[src/rtl/counter_time_arbiter.sv]
// counter_time_arbiter
//
// One WIDTH-bit up-counter shared between N requesters. A round-robin
// arbiter hands the counter to one requester at a time. The counter runs
// from 0 up to that requester's latched length. The block then returns a
// one-cycle DONE to the same requester.
//
// Ports
//   CLK    : clock, every state update happens on its rising edge
//   RESET  : synchronous, active-high reset
//   REQ    : per-requester request level (N bits)
//   LEN    : per-requester terminal count, slice i = LEN[i*WIDTH +: WIDTH]
//   GNT    : one-hot grant, high while the requester owns the counter
//   DONE   : one-hot, one-cycle completion pulse
//   O      : current counter value
//   COUT   : high while counting and O is all ones
//   BUSY   : high while in COUNT or FIN
module counter_time_arbiter #(
    parameter int N     = 4,
    parameter int WIDTH = 4
) (
    input  logic               CLK,
    input  logic               RESET,
    input  logic [N-1:0]       REQ,
    input  logic [N*WIDTH-1:0] LEN,
    output logic [N-1:0]       GNT,
    output logic [N-1:0]       DONE,
    output logic [WIDTH-1:0]   O,
    output logic               COUT,
    output logic               BUSY
);

    localparam int IW = (N > 1) ? $clog2(N) : 1;
    localparam logic [N-1:0] ONE = 1;

    typedef enum logic [1:0] {IDLE, COUNT, FIN} state_t;

    state_t            state_reg,  state_next;
    logic [IW-1:0]     ptr_reg,    ptr_next;
    logic [IW-1:0]     winner_reg, winner_next;
    logic [WIDTH-1:0]  len_reg,    len_next;
    logic [WIDTH-1:0]  count_reg,  count_next;
    logic [N-1:0]      gnt_reg,    gnt_next;
    logic [N-1:0]      done_reg,   done_next;
    logic              busy_reg,   busy_next;

    logic [WIDTH-1:0]  len_slice [N];
    logic              arb_found;
    logic [IW-1:0]     arb_idx;
    logic [IW:0]       cand_wide;
    logic [IW-1:0]     cand;
    logic [IW-1:0]     winner_inc;

    generate
        for (genvar gi = 0; gi < N; gi++) begin : g_len
            assign len_slice[gi] = LEN[gi*WIDTH +: WIDTH];
        end
    endgenerate

    // Round-robin scan: first set REQ bit starting at the pointer, with wrap.
    always_comb begin
        arb_found = 1'b0;
        arb_idx   = '0;
        cand_wide = '0;
        cand      = '0;
        for (int k = 0; k < N; k++) begin
            cand_wide = {1'b0, ptr_reg} + (IW+1)'(k);
            if (cand_wide >= (IW+1)'(N)) begin
                cand_wide = cand_wide - (IW+1)'(N);
            end
            cand = cand_wide[IW-1:0];
            if (!arb_found && REQ[cand]) begin
                arb_found = 1'b1;
                arb_idx   = cand;
            end
        end
    end

    assign winner_inc = (winner_reg == IW'(N-1)) ? '0 : winner_reg + IW'(1);

    always_comb begin
        state_next  = state_reg;
        ptr_next    = ptr_reg;
        winner_next = winner_reg;
        len_next    = len_reg;
        count_next  = '0;
        gnt_next    = '0;
        done_next   = '0;
        case (state_reg)
            IDLE: begin
                if (arb_found) begin
                    state_next  = COUNT;
                    winner_next = arb_idx;
                    len_next    = len_slice[arb_idx];
                    gnt_next    = ONE << arb_idx;
                end
            end
            COUNT: begin
                // A dropped request aborts the interval and wins over completion.
                if (!REQ[winner_reg]) begin
                    state_next = IDLE;
                    ptr_next   = winner_inc;
                end else if (count_reg == len_reg) begin
                    state_next = FIN;
                    done_next  = ONE << winner_reg;
                end else begin
                    count_next = count_reg + WIDTH'(1);
                    gnt_next   = gnt_reg;
                end
            end
            FIN: begin
                state_next = IDLE;
                ptr_next   = winner_inc;
            end
            default: begin
                state_next = IDLE;
            end
        endcase
        busy_next = (state_next != IDLE);
    end

    always_ff @(posedge CLK) begin
        if (RESET) begin
            state_reg  <= IDLE;
            ptr_reg    <= '0;
            winner_reg <= '0;
            len_reg    <= '0;
            count_reg  <= '0;
            gnt_reg    <= '0;
            done_reg   <= '0;
            busy_reg   <= 1'b0;
        end else begin
            state_reg  <= state_next;
            ptr_reg    <= ptr_next;
            winner_reg <= winner_next;
            len_reg    <= len_next;
            count_reg  <= count_next;
            gnt_reg    <= gnt_next;
            done_reg   <= done_next;
            busy_reg   <= busy_next;
        end
    end

    assign GNT  = gnt_reg;
    assign DONE = done_reg;
    assign O    = count_reg;
    assign BUSY = busy_reg;
    assign COUT = (state_reg == COUNT) && (&count_reg);

endmodule

[config.mk]
export PLATFORM = sky130hd
export DESIGN_NAME = counter_time_arbiter
export DESIGN_NICKNAME = d
export VERILOG_FILES = /design/src/rtl/counter_time_arbiter.sv
export SDC_FILE = /design/constraint.sdc
export NUM_CORES = 1
export LEC_CHECK = 0
export CAP_MARGIN = 20
export CELL_PAD_IN_SITES_DETAIL_PLACEMENT = 1
export CELL_PAD_IN_SITES_GLOBAL_PLACEMENT = 1
export CORE_ASPECT_RATIO = 0.7
export CORE_MARGIN = 4
export CORE_UTILIZATION = 36
export CTS_CLUSTER_DIAMETER = 60
export DETAILED_ROUTE_END_ITERATION = 6
export GPL_ROUTABILITY_DRIVEN = 0
export GPL_TIMING_DRIVEN = 0
export MAX_ROUTING_LAYER = met4
export PLACE_DENSITY_LB_ADDON = 0.1
export SLEW_MARGIN = 20
export SYNTH_ARGS = -nofsm -noshare
export SYNTH_HDL_FRONTEND = slang
export SYNTH_SLANG_ARGS = --single-unit
[constraint.sdc]
create_clock -name CLK -period 2.5 [get_ports CLK]
set_input_delay 0.5 -clock CLK [delete_from_list [all_inputs] [get_ports CLK]]
set_output_delay 0.5 -clock CLK [all_outputs]
set_load 0.02 [all_outputs]
==> impl_metrics.tcl <==
set metrics [dict create \
    dieHeight_um 54.7 \
    run_status "finished, final reports clean" \
    hold_viol 0 \
    hpwl_mm 2.42 \
    grt_antenna_before_repair 0 \
    syn_avg_cell_area_um2 9.77 \
    place_area_um2 1520 \
    grt_pass1_vias 1067 \
    ys_seq_area_share_pct 41.0 \
    crit_path_max_fanout 4 \
    ctsHoldBuffers 0 \
    holdCritPathClass "flip-flop to flip-flop" \
    clkTransAtPathRegs_ps 80 \
    grt_max_degree 14 \
    synthCells 115 \
    rsz0062_at_grt "false" \
    start_util_pct 39.0 \
    fillers 340 \
    die_area_um2 4090 \
    drc 0 \
    numCtsBuffers 3 \
    port_buffers 35 \
    yosys_warnings 0 \
    drt-pass1-iter-count 4 \
    p_per_area_nw_per_um2 606 \
    synth_ff_type "dfxtp_1" \
    dp_cells 186 \
    htree_levels 1 \
    tightest_slew_ps 584 \
    synth_enable_flop_cells 0 \
    cts.repair.resized 0 \
    slowest_stage "clkdlybuf4s50_1" \
    diodes 0 \
    crit_required_ps 2690 \
    grt_pass1_wl_mm 5.20 \
    drive_gt1_share_pct 9.74 \
    async_flop_share_pct 0 \
    ioPinCount 36 \
    syn_area_um2 1120 \
    grt_use_total_pct 17.9 \
    viasPerCell 5.35 \
    drtIter0Drc 17 \
    drv_cap 0 \
    crit_chain "clkdlybuf4s50_1 -> a21oi_1 -> nor3b_1 -> or3_1 -> or3_1 -> o221ai_1" \
    skew_ps 3.35 \
    relSlewSlack_pct 60.8 \
    post-route-util_pct 54.4 \
    finalSetupViolCount 0 \
    syn-num-nets 139 \
    p_leak_uw 0.000644 \
    cts-root-buf "clkbuf_8" \
    synth_top_area_share_pct 41.0 \
    synth_area_leaders "dfxtp_1 41%, mux2i_1 8.9%, nor2_1 4.7%" \
    synth_cell_types 35 \
    final_cells 190 \
    crit_type "input pin to flip-flop" \
    drv_slew 0 \
    crit_top_cell "or3_1" \
    fin_crit_sh_pct 84.6 \
    setup_tns_ps 0 \
    end_kind "flip-flop" \
    cts_tree "yes" \
    clock.fmax_ghz 0.473 \
    worst_ep_arrival_time_ps 2300 \
    die_w_um 74.8 \
    clock_path_buffers 2 \
    grt_overflow 0 \
    rows 16 \
    power_uw 951 \
    area_growth_syn_to_layout_pct 39.5 \
    synth_top_cell_by_area "dfxtp_1" \
    cts.sinks 23 \
    wl_per_cell_um 16.6 \
    wl_mm 3.16 \
    postCtsSetupRepairBufs 0 \
    via_count 1017 \
    ys_ff_latch 23 \
    finalNetCount 179 \
    slowest_delay_ps 490 \
    peakVddDrop_mv 0.314 \
    drtAntennaViolNets 0 \
    core_um2 2880 \
    start_kind "input pin" \
    fin_area_um2 1570 \
    worstSkewPairLatency_ps 270 \
    final.min_clock_period_ps 2110 \
]
[where the power goes]
part           switching, uW  leakage, uW  total (uW)  internal (uW)
clock network            123    0.0000255         234            111
registers               36.4     0.000188         438            402
logic                    139     0.000431         278            140
total                    298     0.000644         951            653
[synth_stat cells, types with 2 or more instances]
cell type,count
buf_2,2
dfxtp_1,23
o221ai_1,4
a21oi_1,6
nor3b_1,3
ha_1,2
nor3_1,2
nor2_1,14
nand3b_1,4
inv_1,4
xor2_1,5
nand2_1,6
a32oi_1,2
mux2i_1,10
or3_1,5
nand3_1,2
nand2b_1,3
[cells in the final DEF, fill, tap and decap left out, types with 2 or more instances in the layout]
cell and count:
nor3_1 2, nand3b_1 4, or3_1 5, inv_1 4, buf_2 2, o221ai_1 4
mux2i_1 10, clkdlybuf4s50_1 34, nand2b_1 3, nand3_1 2, dfxtp_1 23, nor3b_1 3
clkbuf_8 3, a21oi_1 6, ha_1 2, nand2_1 6, nor2_1 14, a32oi_1 2
xor2_1 5
[through the flow]
step                      worst slack, ps  hold slack (ps)
final                                 386              468
after global routing                  252              487
after global placement                215              447
after CTS                             126              470
after detailed placement             96.7              456
after floorplan                       647              471
[worst max-delay path, delay by kind of cell]
family	cells	cell delay, ps
AOI/OAI and AO/OA	2	390
buffers and inverters	1	490
and+or+nand+nor	3	930
[final timing paths]
kind	start	end	slack, ps	depth (start not counted)
worst max-delay path	REQ[0]	len_reg[3]	390	6
worst min-delay path	GNT[3]	GNT[3]	470	2
worst max register to register	winner_reg[1]	ptr_reg[0]	660	5
worst min register to register	GNT[3]	GNT[3]	470	2
[cells by family after synthesis]
kind of cell / after synthesis / synth area share, %
compound gates: 18 / 11.7
xor+xnor: 6 / 4.68
fa+ha+maj: 2 / 2.23
buf+inv: 8 / 3.56
flops: 23 / 41.0
mux: 12 / 12.1
simple gates: 46 / 24.7
[metal layers]
layer	vias to the layer above	track usage, %	wire (um)
met1	474	20.5	1410
met2	35	30.0	1520
met5	-	-	0
met4	0	5.03	42
li1	499	-	-
met3	9	6.06	191
[final cells by class]
class / count / area, um^2 / area share (%)
tap: 36 / 45.0 / 2.87
inverter: 4 / 15.0 / 0.958
clock inverter: 1 / 5.00 / 0.319
clock buffer: 3 / 41.3 / 2.63
timing repair buffer: 35 / 353 / 22.5
sequential: 23 / 460 / 29.4
buffer: 4 / 25.0 / 1.60
multi-input combinational: 84 / 623 / 39.7
Note: power is estimated with default switching activity, not from simulation.
